[src/rtl/apa102_frame_receiver_if.sv]
// apa102_frame_receiver_if
//   Bundles the APA102-style SPI link (sclk/mosi) with the decoded LED outputs
//   of apa102_frame_receiver.
//   master : drives sclk/mosi, observes the decoded fields (strip driver / bench)
//   slave  : receives sclk/mosi, drives the decoded fields (the receiver)
//   Signals: sclk, mosi, led_valid, led_index[IDX_W], led_brightness[5],
//            led_r/led_g/led_b[8], frame_done, frame_error
interface apa102_frame_receiver_if #(
  parameter int IDX_W = 3
);
  logic             sclk;
  logic             mosi;
  logic             led_valid;
  logic [IDX_W-1:0] led_index;
  logic [4:0]       led_brightness;
  logic [7:0]       led_r;
  logic [7:0]       led_g;
  logic [7:0]       led_b;
  logic             frame_done;
  logic             frame_error;

  modport master (
    output sclk, mosi,
    input  led_valid, led_index, led_brightness, led_r, led_g, led_b,
           frame_done, frame_error
  );

  modport slave (
    input  sclk, mosi,
    output led_valid, led_index, led_brightness, led_r, led_g, led_b,
           frame_done, frame_error
  );
endinterface

[src/rtl/apa102_frame_receiver.sv]
// apa102_frame_receiver
//   Receiving end of an APA102-style SPI strip link, running in the sys_clk
//   domain. sclk/mosi are oversampled through synchroniser chains, the 32-bit
//   zero start frame is located, and NUM_LEDS LED frames are decoded, each
//   producing a one-cycle led_valid strobe with its fields.
// Ports
//   sys_clk : system clock
//   rst     : synchronous active-high reset
//   bus     : apa102_frame_receiver_if.slave (sclk/mosi in, decoded LED
//             fields, frame_done and frame_error strobes out)
// Build option
//   APA102_RX_TIMEOUT_EN : when defined, a frame stalled in the LED state for
//   TIMEOUT_CLKS cycles without an sclk rise is aborted with frame_error.
module apa102_frame_receiver #(
  parameter int NUM_LEDS    = 8,
  parameter int IDX_W       = 3,
  parameter int SYNC_STAGES = 2
`ifdef APA102_RX_TIMEOUT_EN
  , parameter int TIMEOUT_CLKS = 100000
`endif
) (
  input  logic                   sys_clk,
  input  logic                   rst,
  apa102_frame_receiver_if.slave bus
);

  typedef enum logic [1:0] {HUNT, LED, TRAIL} state_t;

  localparam logic [IDX_W-1:0] LAST_IDX = IDX_W'(NUM_LEDS - 1);

  state_t                 state;
  logic [SYNC_STAGES-1:0] sclk_sync, mosi_sync;
  logic                   sclk_d;
  logic [31:0]            sr;
  logic [5:0]             zero_run;
  logic [4:0]             bit_cnt;
  logic [IDX_W-1:0]       idx;
  logic                   word_pend;   // 32nd bit just shifted in; decode next cycle

  logic                   rise;
  logic                   bit_in;
  logic [5:0]             zero_nxt;

`ifdef APA102_RX_TIMEOUT_EN
  localparam int TO_W = $clog2(TIMEOUT_CLKS + 1);
  logic [TO_W-1:0] to_cnt;
`endif

  assign rise     = sclk_sync[SYNC_STAGES-1] & ~sclk_d;
  assign bit_in   = mosi_sync[SYNC_STAGES-1];
  assign zero_nxt = bit_in ? 6'd0 : (zero_run == 6'd32) ? 6'd32 : zero_run + 6'd1;

  always_ff @(posedge sys_clk) begin
    if (rst) begin
      state              <= HUNT;
      sclk_sync          <= '0;
      mosi_sync          <= '0;
      sclk_d             <= 1'b0;
      sr                 <= '0;
      zero_run           <= '0;
      bit_cnt            <= '0;
      idx                <= '0;
      word_pend          <= 1'b0;
      bus.led_valid      <= 1'b0;
      bus.led_index      <= '0;
      bus.led_brightness <= '0;
      bus.led_r          <= '0;
      bus.led_g          <= '0;
      bus.led_b          <= '0;
      bus.frame_done     <= 1'b0;
      bus.frame_error    <= 1'b0;
`ifdef APA102_RX_TIMEOUT_EN
      to_cnt             <= '0;
`endif
    end else begin
      sclk_sync       <= {sclk_sync[SYNC_STAGES-2:0], bus.sclk};
      mosi_sync       <= {mosi_sync[SYNC_STAGES-2:0], bus.mosi};
      sclk_d          <= sclk_sync[SYNC_STAGES-1];
      bus.led_valid   <= 1'b0;
      bus.frame_done  <= 1'b0;
      bus.frame_error <= 1'b0;

      // sclk high/low last >= 3 cycles, so no rise can land in the decode cycle
      if (word_pend) begin
        word_pend <= 1'b0;
`ifdef APA102_RX_TIMEOUT_EN
        to_cnt    <= '0;
`endif
        if (sr[31:29] == 3'b111) begin
          bus.led_valid      <= 1'b1;
          bus.led_index      <= idx;
          bus.led_brightness <= sr[28:24];
          bus.led_b          <= sr[23:16];
          bus.led_g          <= sr[15:8];
          bus.led_r          <= sr[7:0];
          if (idx == LAST_IDX) begin
            bus.frame_done <= 1'b1;
            state          <= TRAIL;
            idx            <= '0;
          end else begin
            idx <= idx + 1'b1;
          end
        end else begin
          // zero_run is left alone so a start frame already in progress still counts
          bus.frame_error <= 1'b1;
          state           <= HUNT;
          idx             <= '0;
        end
      end else if (rise) begin
        sr       <= {sr[30:0], bit_in};
        zero_run <= zero_nxt;
`ifdef APA102_RX_TIMEOUT_EN
        to_cnt   <= '0;
`endif
        case (state)
          HUNT, TRAIL: begin
            if (zero_nxt == 6'd32) begin
              state   <= LED;
              bit_cnt <= '0;
              idx     <= '0;
            end
          end
          LED: begin
            // surplus start-frame zeros ahead of the first LED word are swallowed
            if (!(idx == '0 && bit_cnt == '0 && !bit_in)) begin
              bit_cnt <= bit_cnt + 1'b1;   // wraps to 0 after the 32nd bit
              if (bit_cnt == 5'd31) word_pend <= 1'b1;
            end
          end
          default: state <= HUNT;
        endcase
      end
`ifdef APA102_RX_TIMEOUT_EN
      else if (state == LED) begin
        if (to_cnt == TO_W'(TIMEOUT_CLKS - 1)) begin
          bus.frame_error <= 1'b1;
          state           <= HUNT;
          bit_cnt         <= '0;
          idx             <= '0;
          zero_run        <= '0;
          to_cnt          <= '0;
        end else begin
          to_cnt <= to_cnt + 1'b1;
        end
      end else begin
        to_cnt <= '0;
      end
`endif
    end
  end

endmodule

[src/flat_wrapper.sv]
// flat-port wrapper written by rule: the top's interface ports become plain ports
module apa102_frame_receiver_flat 
#(
  parameter int NUM_LEDS    = 8,
  parameter int IDX_W       = 3,
  parameter int SYNC_STAGES = 2

)
  (sys_clk, rst, bus_sclk, bus_mosi, bus_led_valid, bus_led_index, bus_led_brightness, bus_led_r, bus_led_g, bus_led_b, bus_frame_done, bus_frame_error);
  apa102_frame_receiver_if #(.IDX_W(IDX_W)) bus_i ();
  input  logic sys_clk;
  input  logic rst;
  input wire logic [$bits(bus_i.sclk)-1:0] bus_sclk;
  input wire logic [$bits(bus_i.mosi)-1:0] bus_mosi;
  output wire logic [$bits(bus_i.led_valid)-1:0] bus_led_valid;
  output wire logic [$bits(bus_i.led_index)-1:0] bus_led_index;
  output wire logic [$bits(bus_i.led_brightness)-1:0] bus_led_brightness;
  output wire logic [$bits(bus_i.led_r)-1:0] bus_led_r;
  output wire logic [$bits(bus_i.led_g)-1:0] bus_led_g;
  output wire logic [$bits(bus_i.led_b)-1:0] bus_led_b;
  output wire logic [$bits(bus_i.frame_done)-1:0] bus_frame_done;
  output wire logic [$bits(bus_i.frame_error)-1:0] bus_frame_error;
  assign bus_i.sclk = bus_sclk;
  assign bus_i.mosi = bus_mosi;
  assign bus_led_valid = bus_i.led_valid;
  assign bus_led_index = bus_i.led_index;
  assign bus_led_brightness = bus_i.led_brightness;
  assign bus_led_r = bus_i.led_r;
  assign bus_led_g = bus_i.led_g;
  assign bus_led_b = bus_i.led_b;
  assign bus_frame_done = bus_i.frame_done;
  assign bus_frame_error = bus_i.frame_error;
  apa102_frame_receiver #(.NUM_LEDS(NUM_LEDS), .IDX_W(IDX_W), .SYNC_STAGES(SYNC_STAGES)) u_core (.sys_clk(sys_clk), .rst(rst), .bus(bus_i));
endmodule
[config.mk]
export PLATFORM = sky130hd
export DESIGN_NAME = apa102_frame_receiver_flat
export DESIGN_NICKNAME = d
export VERILOG_FILES = /design/src/rtl/apa102_frame_receiver_if.sv /design/src/rtl/apa102_frame_receiver.sv /design/src/flat_wrapper.sv
export SDC_FILE = /design/constraint.sdc
export NUM_CORES = 1
export LEC_CHECK = 0
export CAP_MARGIN = 10
export CORE_ASPECT_RATIO = 1.1
export CORE_MARGIN = 2
export CORE_UTILIZATION = 58
export CTS_BUF_LIST = sky130_fd_sc_hd__clkbuf_2
export DETAILED_ROUTE_END_ITERATION = 8
export MAX_ROUTING_LAYER = met4
export PLACE_DENSITY = 0.87
export SYNTH_ARGS = -nofsm -noshare
export SYNTH_HDL_FRONTEND = slang
export SYNTH_SLANG_ARGS = --single-unit
[constraint.sdc]
create_clock -name sys_clk -period 2.57 [get_ports sys_clk]
set_clock_uncertainty 0.15 [all_clocks]
set_input_delay 0.514 -clock sys_clk [delete_from_list [all_inputs] [get_ports sys_clk]]
set_output_delay 0.514 -clock sys_clk [all_outputs]
set_load 0.005 [all_outputs]
==> impl_metrics.prom, run 1 <==
# TYPE chip_impl_metric gauge
chip_impl_metric{name="layout.filler_cells",unit=""} 484
chip_impl_info{name="grt_setup_unrepaired",value="false"} 1
chip_impl_metric{name="postPlaceCellArea",unit="sq um"} 3870
chip_impl_metric{name="initial_core_util",unit="%"} 59.8
chip_impl_metric{name="initial_antenna_violation_count",unit=""} 0
chip_impl_metric{name="fp-row-count",unit=""} 29
chip_impl_metric{name="fin_area",unit="sq um"} 4000
chip_impl_metric{name="power.clock.fraction",unit="%"} 33.7
chip_impl_metric{name="crit_path_max_fanout",unit=""} 7
chip_impl_metric{name="timing.final.max_slew_violations",unit=""} 0
chip_impl_metric{name="tns",unit="ns"} 0
chip_impl_info{name="yosys.cell_count.top_type",value="sky130_fd_sc_hd__nand2_1"} 1
chip_impl_metric{name="total_global_routing_overflow",unit=""} 0
chip_impl_metric{name="dp_slack",unit="ns"} 0.415
chip_impl_metric{name="wl_per_cell",unit="um"} 12.5
chip_impl_metric{name="num_vias",unit=""} 2954
chip_impl_info{name="run_status",value="complete, no violations"} 1
chip_impl_metric{name="pwr-share-seq",unit="%"} 63.2
chip_impl_metric{name="insertion_delay_of_the_later_clocked_pin_in_the_worst_skew_pair",unit="ns"} 0.55
chip_impl_metric{name="count_of_flip_flops_with_a_built_in_enable_after_synthesis",unit=""} 0
chip_impl_metric{name="area_delta_synth_final",unit="%"} 16.8
chip_impl_metric{name="period_minus_slack",unit="ns"} 2.14
chip_impl_info{name="yosys_most_used_dff",value="sky130_fd_sc_hd__dfxtp_1"} 1
chip_impl_metric{name="internal_power",unit="mW"} 1.66
chip_impl_metric{name="floorplan.die.width",unit="um"} 77.3
chip_impl_metric{name="cts_resized",unit=""} 0
chip_impl_info{name="synthTopCellsByArea",value="sky130_fd_sc_hd__dfxtp_1 52%, sky130_fd_sc_hd__nand2_1 16%, sky130_fd_sc_hd__a21oi_1 11%"} 1
chip_impl_metric{name="number_of_buffers_added_for_setup_after_cts",unit=""} 0
chip_impl_metric{name="design.final.nets",unit=""} 473
chip_impl_metric{name="route.final.wire_length",unit="um"} 6780
chip_impl_metric{name="drt_pre_antenna_iters",unit=""} 5
chip_impl_metric{name="max_cap_viols",unit=""} 0
chip_impl_metric{name="core",unit="sq um"} 5730
chip_impl_metric{name="dr.first_iter.drc_count",unit=""} 245
chip_impl_metric{name="placed_cells_incl_taps",unit=""} 527
chip_impl_metric{name="post_synth_instance_area",unit="sq um"} 3430
chip_impl_metric{name="grt_pass1_wl",unit="um"} 11700
chip_impl_metric{name="syn_area_per_cell",unit="sq um"} 7.95
chip_impl_metric{name="irDropWorstVdd",unit="mV"} 0.575
chip_impl_metric{name="setup-violations-final",unit=""} 0
chip_impl_metric{name="synth_largest_type_area_fraction",unit="%"} 52.0
chip_impl_metric{name="ios",unit=""} 39
chip_impl_metric{name="max_freq",unit="MHz"} 467
chip_impl_metric{name="post-dp-hpwl",unit="um"} 4390
chip_impl_metric{name="die_height",unit="um"} 84.6
chip_impl_metric{name="worst_ep_arrival_time",unit="ns"} 2.42
chip_impl_metric{name="syn_inst",unit=""} 431
chip_impl_metric{name="pwr-share-comb",unit="%"} 3.1
chip_impl_info{name="kind_of_critical_path",value="reg -> reg"} 1
chip_impl_info{name="hold_path.class",value="in -> reg"} 1
chip_impl_metric{name="final_layout_size_suffix_gt1_share",unit="%"} 5.58
chip_impl_info{name="tritoncts",value="yes"} 1
chip_impl_metric{name="hold-worst-slack",unit="ns"} 0.221
chip_impl_metric{name="syn_nets",unit=""} 443
chip_impl_metric{name="p_sw_share",unit="%"} 25.2
chip_impl_metric{name="net_switching_power_of_the_design",unit="mW"} 0.557
chip_impl_metric{name="routabilityCongestion",unit=""} 0.790
chip_impl_metric{name="i_o_buffers",unit=""} 38
chip_impl_metric{name="grt_util_all_layers",unit="%"} 22.7
chip_impl_metric{name="fp.dieArea",unit="sq um"} 6540
chip_impl_metric{name="ys_async_sr_fraction",unit="%"} 0
chip_impl_metric{name="clk_pin_slew_worst_paths",unit="ns"} 0.23
chip_impl_info{name="synth_largest_area_cell",value="sky130_fd_sc_hd__dfxtp_1"} 1
chip_impl_metric{name="critical_path_required",unit="ns"} 2.85
chip_impl_metric{name="cts_sinks",unit=""} 89
chip_impl_metric{name="post_synth_num_cell_types",unit=""} 38
chip_impl_metric{name="cts_made_buffers",unit=""} 9
chip_impl_metric{name="final.period_utilization",unit="%"} 83.3
chip_impl_metric{name="ant_nets",unit=""} 0
chip_impl_info{name="critical_path.endpoint_type",value="flop"} 1
chip_impl_metric{name="detail_route.drc_violations",unit=""} 0
chip_impl_metric{name="synth_seq_cells",unit=""} 89
chip_impl_metric{name="leakage",unit="nW"} 1.33
chip_impl_metric{name="slew_headroom",unit="%"} 57.6
chip_impl_metric{name="h-tree-depth",unit=""} 3
chip_impl_metric{name="postCtsHoldBufs",unit=""} 0
chip_impl_metric{name="vias_per_cell",unit=""} 5.44
chip_impl_metric{name="via_count_of_the_first_global_routing_pass",unit=""} 2736
chip_impl_metric{name="fin_ws",unit="ns"} 0.429
chip_impl_metric{name="count_of_yosys_warnings_during_synthesis",unit=""} 0
chip_impl_info{name="worst_setup_path_start_kind",value="flop"} 1
chip_impl_metric{name="power_density",unit="nW/um^2"} 553
chip_impl_metric{name="final_instance_count_excl_fillers",unit=""} 543
chip_impl_metric{name="grt_max_degree",unit=""} 84
chip_impl_info{name="clockRootBuffer",value="sky130_fd_sc_hd__clkbuf_2"} 1
chip_impl_metric{name="worst_slew_pin_slew",unit="ns"} 0.635
chip_impl_info{name="post_synth_most_frequent_cells",value="145 x sky130_fd_sc_hd__nand2_1, 89 x sky130_fd_sc_hd__dfxtp_1, 74 x sky130_fd_sc_hd__a21oi_1"} 1
chip_impl_metric{name="reg2reg_slack",unit="ns"} 0.43
chip_impl_metric{name="num_antenna_cells",unit=""} 0
chip_impl_metric{name="max-clock-path-buffers",unit=""} 2
chip_impl_metric{name="final_hold_viol_count",unit=""} 0
chip_impl_metric{name="seq_area_frac_synth",unit="%"} 52.0
[final timing paths]
kind / from / endpoint / depth (start not counted)
worst max-delay path: u_core.zero_run[0] / u_core.idx[1] / 6
worst min-delay path: rst / u_core.state[0] / 3
worst max register to register: u_core.zero_run[0] / u_core.idx[1] / 6
worst min register to register: u_core.sr[19] / u_core.sr[20] / 2
[critical path: stages (launching register included)]
cell	delay (ns)
sky130_fd_sc_hd__dfxtp_1	0.49
sky130_fd_sc_hd__inv_1	0.07
sky130_fd_sc_hd__ha_1	0.33
sky130_fd_sc_hd__nor3b_1	0.18
sky130_fd_sc_hd__mux2i_1	0.16
sky130_fd_sc_hd__nor4b_1	0.50
sky130_fd_sc_hd__o21ai_0	0.17
[area by class of cell]
type | count | area [sq um] | area share (%)
repair buffers | 43 | 438 | 10.9
clock buffers | 9 | 45.0 | 1.13
flip-flops and latches | 89 | 1780 | 44.5
inverters | 9 | 33.8 | 0.844
multi-input cells | 309 | 1520 | 38.0
clock inverters | 7 | 86.3 | 2.16
well taps | 77 | 96.3 | 2.41
[kinds of logic (layout without fill, tap and decap cells)]
| family | count (synthesis) | in the layout | synth area share, % |
|---|---|---|---|
| AND/OR/NAND/NOR | 201 | 201 | 25.3 |
| multiplexers | 1 | 1 | 0.292 |
| AO/OA/AOI/OAI | 99 | 99 | 15.8 |
| buffers and inverters | 33 | 68 | 3.65 |
| adder cells (fa/ha/maj) | 8 | 8 | 2.92 |
| flip-flops | 89 | 89 | 52.0 |
[stage by stage]
stage	total power [mW]	util (%)
after floorplan	1.47	-
after global placement	1.49	67.5
after detailed placement	1.49	67.5
after CTS	2.24	69.8
after global routing	2.30	69.8
final	2.21	69.8
[registers in the layout (all words and copies together), names as in the netlist]
signal,cells
u_core.state,2
u_core.bus.led_valid,1
u_core.mosi_sync,2
u_core.zero_run,6
u_core.idx,3
u_core.bus.led_b,8
u_core.bus.frame_done,1
u_core.bus.frame_error,1
u_core.bus.led_index,3
u_core.bus.led_r,8
u_core.sclk_sync,2
u_core.bit_cnt,5
u_core.word_pend,1
u_core.sr,32
u_core.sclk_d,1
u_core.bus.led_brightness,5
u_core.bus.led_g,8
[per-layer routing]
metal,part of all wire (%),vias to the layer above,GRT usage [%]
met5,0,-,-
met4,1.6,0,8.93
met3,3.7,11,5.16
met2,51,58,38.8
met1,44,1386,25.7
li1,-,1499,-
[placed cells by master (no fill, tap or decap), types with 2 or more instances in the layout]
cell	count
sky130_fd_sc_hd__buf_4	3
sky130_fd_sc_hd__nand2_1	145
sky130_fd_sc_hd__and3_1	5
sky130_fd_sc_hd__inv_1	9
sky130_fd_sc_hd__ha_1	8
sky130_fd_sc_hd__o22ai_1	2
sky130_fd_sc_hd__inv_6	3
sky130_fd_sc_hd__o21ai_0	9
sky130_fd_sc_hd__a21oi_1	74
sky130_fd_sc_hd__o21a_1	2
sky130_fd_sc_hd__o31ai_1	2
sky130_fd_sc_hd__a31oi_1	3
sky130_fd_sc_hd__nor4_1	2
sky130_fd_sc_hd__or3b_1	2
sky130_fd_sc_hd__nor3_1	6
sky130_fd_sc_hd__clkbuf_2	9
sky130_fd_sc_hd__clkdlybuf4s50_1	37
sky130_fd_sc_hd__dfxtp_1	89
sky130_fd_sc_hd__nand3_1	7
sky130_fd_sc_hd__buf_12	2
sky130_fd_sc_hd__and2_1	2
sky130_fd_sc_hd__nor2_1	10
sky130_fd_sc_hd__nor2b_1	9
sky130_fd_sc_hd__or3_1	4
[power by group through the flow]
stage	sequential (mW)	clock, mW	combinational, mW
finish	1.40	0.746	0.0697
global route	1.40	0.819	0.0780
CTS	1.40	0.768	0.0699
detailed placement	1.42	0	0.0696
global placement	1.42	0	0.0682
floorplan	1.42	0	0.0522
(Power assumes the default switching activity.)
==> run 2, diff against run 1 <==
==> constraint.sdc (replaced) <==
create_clock -name sys_clk -period 2.04 [get_ports sys_clk]
set_clock_uncertainty 0.15 [all_clocks]
set_input_delay 0.408 -clock sys_clk [delete_from_list [all_inputs] [get_ports sys_clk]]
set_output_delay 0.408 -clock sys_clk [all_outputs]
set_load 0.005 [all_outputs]
==> run 2 against run 1 <==
  * Cell count is 1.5% higher
  * Final area grew 4.0%
  * Flip-flop and latch count did not move
  * Die area is the same
  * Non-clock buffer count grew 8
==> impl_metrics.prom, run 2 (synthesis gave the netlist of run 1 again) <==
# TYPE chip_impl_metric gauge
chip_impl_info{name="run_status",value="complete, no violations"} 1
chip_impl_metric{name="irDropWorstVdd",unit="mV"} 0.728
chip_impl_metric{name="cts_sinks",unit=""} 89
chip_impl_info{name="grt-busiest-layer",value="met2"} 1
chip_impl_metric{name="globalRouteMet1Util",unit="%"} 27.2
chip_impl_metric{name="route.final.wire_length",unit="um"} 7520
chip_impl_info{name="kind_of_critical_path",value="reg -> out"} 1
chip_impl_metric{name="grt_pass1_wl",unit="um"} 11700
chip_impl_metric{name="worst-path-buf-inv",unit=""} 1
chip_impl_metric{name="design.final.nets",unit=""} 481
chip_impl_info{name="hold_path.class",value="in -> reg"} 1
chip_impl_info{name="critical_path.cell_chain",value="clkdlybuf4s50_1"} 1
chip_impl_metric{name="fin_util",unit="%"} 72.7
chip_impl_metric{name="final.period_utilization",unit="%"} 97.5
chip_impl_metric{name="h-tree-depth",unit=""} 3
chip_impl_metric{name="insertion_delay_of_the_later_clocked_pin_in_the_worst_skew_pair",unit="ns"} 0.56
chip_impl_metric{name="grt_util_all_layers",unit="%"} 22.5
chip_impl_metric{name="max_cap_viols",unit=""} 0
chip_impl_metric{name="max_ffs_per_register",unit=""} 32
chip_impl_info{name="path_delay_family",value="buffers and inverters"} 1
chip_impl_info{name="critical_path.endpoint_type",value="output port"} 1
chip_impl_metric{name="tns",unit="ns"} 0
chip_impl_metric{name="floorplan.die.width",unit="um"} 77.3
chip_impl_metric{name="fp-row-count",unit=""} 29
chip_impl_metric{name="routabilityCongestion",unit=""} 0.836
chip_impl_metric{name="worst_r2r_path_depth",unit=""} 6
chip_impl_metric{name="fin_ws",unit="ns"} 0.0508
chip_impl_metric{name="initial_core_util",unit="%"} 59.8
chip_impl_metric{name="total_global_routing_overflow",unit=""} 0
chip_impl_metric{name="max-clock-path-buffers",unit=""} 2
chip_impl_metric{name="wl_per_cell",unit="um"} 13.6
chip_impl_metric{name="fp.dieArea",unit="sq um"} 6540
chip_impl_info{name="tritoncts",value="yes"} 1
chip_impl_metric{name="i_o_buffers",unit=""} 38
chip_impl_metric{name="worst-path-stages",unit=""} 1
chip_impl_metric{name="grt_max_degree",unit=""} 44
chip_impl_info{name="largest-register",value="u_core.sr"} 1
chip_impl_info{name="worst_setup_path_start_kind",value="flop"} 1
chip_impl_metric{name="drt_pre_antenna_iters",unit=""} 4
chip_impl_metric{name="post-dp-hpwl",unit="um"} 4690
chip_impl_metric{name="clk_pin_slew_worst_paths",unit="ns"} 0.25
chip_impl_metric{name="ios",unit=""} 39
chip_impl_metric{name="max_freq",unit="MHz"} 503
chip_impl_metric{name="ant_nets",unit=""} 0
chip_impl_metric{name="crit_path_max_fanout",unit=""} 2
chip_impl_metric{name="timing.critical_path.slowest_cell_delay",unit="ns"} 0.51
chip_impl_metric{name="area_delta_synth_final",unit="%"} 21.5
chip_impl_metric{name="power_density",unit="nW/um^2"} 646
chip_impl_metric{name="worst_ep_arrival_time",unit="ns"} 1.43
chip_impl_metric{name="leakage",unit="nW"} 1.76
chip_impl_metric{name="final_layout_size_suffix_gt1_share",unit="%"} 14.8
chip_impl_metric{name="core",unit="sq um"} 5730
chip_impl_metric{name="dp_slack",unit="ns"} 0.0707
chip_impl_metric{name="initial_antenna_violation_count",unit=""} 0
chip_impl_metric{name="dr.first_iter.drc_count",unit=""} 254
chip_impl_metric{name="global_route_met2_utilization",unit="%"} 35.3
chip_impl_metric{name="detail_route.drc_violations",unit=""} 0
chip_impl_metric{name="critical_path_required",unit="ns"} 1.48
chip_impl_metric{name="die_height",unit="um"} 84.6
chip_impl_metric{name="grt_util_met3",unit="%"} 5.27
chip_impl_info{name="final_cell_mix",value="145 x sky130_fd_sc_hd__nand2_1, 74 x sky130_fd_sc_hd__a21oi_1, 57 x sky130_fd_sc_hd__dfxtp_1"} 1
chip_impl_metric{name="period_minus_slack",unit="ns"} 1.99
chip_impl_info{name="clockRootBuffer",value="sky130_fd_sc_hd__clkbuf_2"} 1
chip_impl_info{name="layout_commonest_cell",value="sky130_fd_sc_hd__nand2_1"} 1
chip_impl_metric{name="final_hold_viol_count",unit=""} 0
chip_impl_metric{name="vias_per_cell",unit=""} 5.62
chip_impl_metric{name="num_antenna_cells",unit=""} 0
chip_impl_metric{name="num_vias",unit=""} 3094
chip_impl_metric{name="hold_depth",unit=""} 2
chip_impl_metric{name="setup-violations-final",unit=""} 0
chip_impl_info{name="crit_slowest_cell",value="sky130_fd_sc_hd__clkdlybuf4s50_1"} 1
chip_impl_metric{name="timing.final.max_slew_violations",unit=""} 0
chip_impl_metric{name="via_count_of_the_first_global_routing_pass",unit=""} 2743
chip_impl_metric{name="slew_headroom",unit="%"} 65.4
chip_impl_metric{name="cts_made_buffers",unit=""} 9
chip_impl_metric{name="worst_slew_pin_slew",unit="ns"} 0.516
[run 2: power by group]
part / internal (mW) / switching [mW]
logic: 0.0308 / 0.0675
clock network: 0.186 / 0.647
registers: 1.75 / 0.00856
total: 1.97 / 0.723
[run 2: per-layer routing]
layer,vias up,wire length (um)
li1,1518,-
met1,1488,3240
met2,74,3810
met3,14,316
met4,0,157
met5,-,0
[run 2: area by class of cell]
class | count | area, sq um
Clock buffer | 9 | 45.0
Clock inverter | 7 | 58.8
Fill cell | 453 | 1570
Inverter | 9 | 33.8
Multi-Input combinational cell | 309 | 1570
Sequential cell | 89 | 1820
Tap cell | 77 | 96.3
Timing Repair Buffer | 51 | 536
[run 2: final timing paths]
check,from,to,slack [ns]
worst max register to register,u_core.zero_run[2],u_core.idx[0],0.08
worst min-delay path,bus_mosi,u_core.mosi_sync[0],0.24
worst min register to register,u_core.sr[6],u_core.bus.led_r[6],0.30
worst max-delay path,u_core.bus.led_brightness[0],bus_led_brightness[0],0.05
[run 2: repair_timing]
| item | in CTS | in global routing |
|---|---|---|
| hold buffers | 1 | 0 |
| cloned | 0 | 0 |
| gates resized for setup | 14 | 48 |
| endpoints found under the hold margin | 3 | 0 |
| pin swaps | 0 | 2 |
| endpoints found under the setup margin | 12 | 37 |
| buffers inserted | 0 | 1 |
[run 2: through the flow]
stage | power (mW) | std cells | hold slack [ns] | area, sq um
finish | 2.69 | 551 | 0.237 | 4170
global route | 2.79 | 551 | 0.210 | 4170
CTS | 2.69 | 550 | 0.210 | 4030
detailed placement | 1.88 | 533 | 0.285 | 3910
global placement | 1.88 | 533 | 0.269 | 3910
floorplan | 1.86 | 431 | 0.264 | 3430
==> run 3, diff against run 2 <==
--- a/config.mk
+++ b/config.mk
@@ -7,10 +7,10 @@
 export LEC_CHECK = 0
 export CAP_MARGIN = 10
 export CORE_ASPECT_RATIO = 1.1
-export CORE_MARGIN = 2
 export CORE_UTILIZATION = 58
 export CTS_BUF_LIST = sky130_fd_sc_hd__clkbuf_2
 export DETAILED_ROUTE_END_ITERATION = 8
+export GPL_TIMING_DRIVEN = 0
 export MAX_ROUTING_LAYER = met4
 export PLACE_DENSITY = 0.87
 export SYNTH_ARGS = -nofsm -noshare
==> run 3 against run 2 <==
  * The run now ends with DRC left
  * Sequential share of layout area is 0.27 points lower
  * Cell count grew 2.4%
  * Via count rose by 0.42%
  * Setup slack got worse by 0.010 ns
  * Die area shrank 4.9%
  * Wire length grew 4.2%
  * Non-clock buffer count grew 13
  * Flip-flop and latch count did not move
  * Final area rose by 1.1%
  * Clock power is 1% higher
  * Global-route usage up 4.6 points
  * First-iteration DRC count down 21%
==> impl_metrics.prom, run 3 (synthesis gave the netlist of run 1 again) <==
# TYPE chip_impl_metric gauge
chip_impl_info{name="grt_setup_unrepaired",value="true"} 1
chip_impl_metric{name="crit_path_max_fanout",unit=""} 7
chip_impl_metric{name="max_ffs_per_register",unit=""} 32
chip_impl_metric{name="route.final.wire_length",unit="um"} 7830
chip_impl_metric{name="insertion_delay_of_the_later_clocked_pin_in_the_worst_skew_pair",unit="ns"} 0.57
chip_impl_metric{name="worst_ep_arrival_time",unit="ns"} 2.29
chip_impl_metric{name="layout.filler_cells",unit=""} 460
chip_impl_metric{name="max-clock-path-buffers",unit=""} 2
chip_impl_metric{name="die_height",unit="um"} 82.6
chip_impl_metric{name="clk_pin_slew_worst_paths",unit="ns"} 0.25
chip_impl_info{name="crit_slowest_cell",value="sky130_fd_sc_hd__dfxtp_4"} 1
chip_impl_info{name="holdCritStartpoint",value="bus_mosi"} 1
chip_impl_metric{name="power_density",unit="nW/um^2"} 643
chip_impl_metric{name="initial_antenna_violation_count",unit=""} 0
chip_impl_info{name="critical_path.cell_chain",value="inv_1 > ha_1 > nor3b_1 > mux2i_2 > nor3_2 > o22ai_1"} 1
chip_impl_metric{name="fp.dieArea",unit="sq um"} 6220
chip_impl_metric{name="core",unit="sq um"} 5730
chip_impl_info{name="hold_end",value="u_core.mosi_sync[0]"} 1
chip_impl_metric{name="via_count_of_the_first_global_routing_pass",unit=""} 2606
chip_impl_metric{name="worst_slew_pin_slew",unit="ns"} 0.616
chip_impl_metric{name="postPlaceCellArea",unit="sq um"} 3900
chip_impl_metric{name="timing.critical_path.slowest_cell_delay",unit="ns"} 0.44
chip_impl_metric{name="final_hold_viol_count",unit=""} 0
chip_impl_metric{name="worst_r2r_path_depth",unit=""} 6
chip_impl_metric{name="dr.first_iter.drc_count",unit=""} 200
chip_impl_info{name="rr_startpoint",value="u_core.zero_run[0]"} 1
chip_impl_metric{name="post-dp-hpwl",unit="um"} 5200
chip_impl_metric{name="timing.final.max_slew_violations",unit=""} 0
chip_impl_metric{name="fp-row-count",unit=""} 29
chip_impl_metric{name="floorplan.die.width",unit="um"} 75.3
chip_impl_metric{name="grt_util_all_layers",unit="%"} 27.1
chip_impl_info{name="clockRootBuffer",value="sky130_fd_sc_hd__clkbuf_2"} 1
chip_impl_metric{name="fin_util",unit="%"} 73.5
chip_impl_metric{name="hold-worst-slack",unit="ns"} 0.210
chip_impl_info{name="violated_checks",value="DRC"} 1
chip_impl_metric{name="initial_core_util",unit="%"} 59.8
chip_impl_metric{name="cts_made_buffers",unit=""} 9
chip_impl_metric{name="num_vias",unit=""} 3107
chip_impl_metric{name="area_delta_synth_final",unit="%"} 22.9
chip_impl_metric{name="irDropWorstVdd",unit="mV"} 0.461
chip_impl_metric{name="total_global_routing_overflow",unit=""} 0
chip_impl_metric{name="drt_pre_antenna_iters",unit=""} 7
chip_impl_info{name="worst_setup_path_start_kind",value="flop"} 1
chip_impl_metric{name="ios",unit=""} 39
chip_impl_metric{name="max_freq",unit="MHz"} 500
chip_impl_metric{name="num_antenna_cells",unit=""} 0
chip_impl_metric{name="i_o_buffers",unit=""} 38
chip_impl_info{name="run_status",value="finished with violations"} 1
chip_impl_info{name="timing.rr.end",value="u_core.bit_cnt[3]"} 1
chip_impl_metric{name="hold_depth",unit=""} 2
chip_impl_info{name="final_cell_mix",value="145 x sky130_fd_sc_hd__nand2_1, 74 x sky130_fd_sc_hd__a21oi_1, 52 x sky130_fd_sc_hd__dfxtp_1"} 1
chip_impl_metric{name="critical_path_required",unit="ns"} 2.33
chip_impl_metric{name="wl_per_cell",unit="um"} 13.9
chip_impl_info{name="largest-register",value="u_core.sr"} 1
chip_impl_info{name="kind_of_critical_path",value="reg -> reg"} 1
chip_impl_metric{name="reg2reg_slack",unit="ns"} 0.04
chip_impl_metric{name="detail_route.drc_violations",unit=""} 2
chip_impl_metric{name="max_cap_viols",unit=""} 0
chip_impl_metric{name="final.period_utilization",unit="%"} 98.0
chip_impl_metric{name="grt_pass1_wl",unit="um"} 12200
chip_impl_metric{name="routabilityCongestion",unit=""} 0.857
chip_impl_info{name="hold_path.class",value="in -> reg"} 1
chip_impl_metric{name="slew_headroom",unit="%"} 59.0
chip_impl_metric{name="final_layout_size_suffix_gt1_share",unit="%"} 14.6
chip_impl_metric{name="setup-violations-final",unit=""} 0
chip_impl_info{name="critical_path.endpoint_type",value="flop"} 1
chip_impl_metric{name="h-tree-depth",unit=""} 3
chip_impl_info{name="setup.worst_path.start",value="u_core.zero_run[0]"} 1
chip_impl_metric{name="design.final.nets",unit=""} 494
chip_impl_metric{name="grt_max_degree",unit=""} 18
chip_impl_info{name="tritoncts",value="yes"} 1
chip_impl_metric{name="period_minus_slack",unit="ns"} 2.00
chip_impl_metric{name="cts_sinks",unit=""} 89
chip_impl_info{name="layout_commonest_cell",value="sky130_fd_sc_hd__nand2_1"} 1
chip_impl_metric{name="design_power_total",unit="mW"} 2.71
chip_impl_metric{name="ant_nets",unit=""} 0
chip_impl_metric{name="vias_per_cell",unit=""} 5.51
chip_impl_metric{name="fin_area",unit="sq um"} 4210
chip_impl_metric{name="leakage",unit="nW"} 1.96
## run 3: per-stage QoR
step | TNS (ns) | setup slack [ns] | cells
3_5_place_dp | -5.66 | -0.200 | 546
3_3_place_gp | -2.46 | -0.116 | 546
4_1_cts | 0 | 0.000190 | 563
5_1_grt | -0.241 | -0.0541 | 564
6_report | 0 | 0.0405 | 564
2_1_floorplan | 0 | 0.229 | 431
## run 3: critical path: cells and delay by family (launching register included)
family | cells | cell delay (ns)
simple gates | 2 | 0.66
flops | 1 | 0.44
fa+ha+maj | 1 | 0.32
mux | 1 | 0.18
compound gates | 1 | 0.12
buf+inv | 1 | 0.05
## run 3: worst max-delay path by stage
stage / cells after the start / endpoint / slack (ns)
floorplan: 6 / u_core.idx[0] / 0.23
global placement: 4 / u_core.bus.led_index[0] / -0.12
detailed placement: 4 / u_core.bus.led_index[1] / -0.20
CTS: 1 / bus_led_b[3] / 0.0002
global route: 5 / u_core.bit_cnt[0] / -0.05
finish: 6 / u_core.bit_cnt[3] / 0.04
## run 3: layout make-up
cell class	instances	area (sq um)	share of cell area [%]
multi-input cells	309	1570	37.3
inverters	9	33.8	0.802
clock inverters	7	61.3	1.46
well taps	77	96.3	2.29
flip-flops and latches	89	1830	43.5
plain buffers	24	97.6	2.32
clock buffers	9	45.0	1.07
repair buffers	40	474	11.3
## run 3: power by group
part	leakage (nW)	total [mW]	internal (mW)	switching [mW]
sequential	0.737	1.76	1.75	0.00937
clock	0.0546	0.843	0.179	0.663
combinational	1.17	0.104	0.0315	0.0726
## run 3: per-layer routing
metal / wire length, um / global-route usage, % / vias to the layer above / part of all wire (%)
li1: - / - / 1546 / -
met1: 3620 / 34.4 / 1465 / 46
met2: 3740 / 42.6 / 84 / 48
met3: 342 / 4.61 / 12 / 4.4
met4: 130 / 11.5 / 0 / 1.7
met5: 0 / - / - / 0
## run 3: repair_timing
action | in CTS | in global routing
endpoints found under the setup margin | 29 | 72
pin swaps | 0 | 2
gates resized for setup | 21 | 65
buffers inserted | 1 | 1
hold buffers | 0 | 0
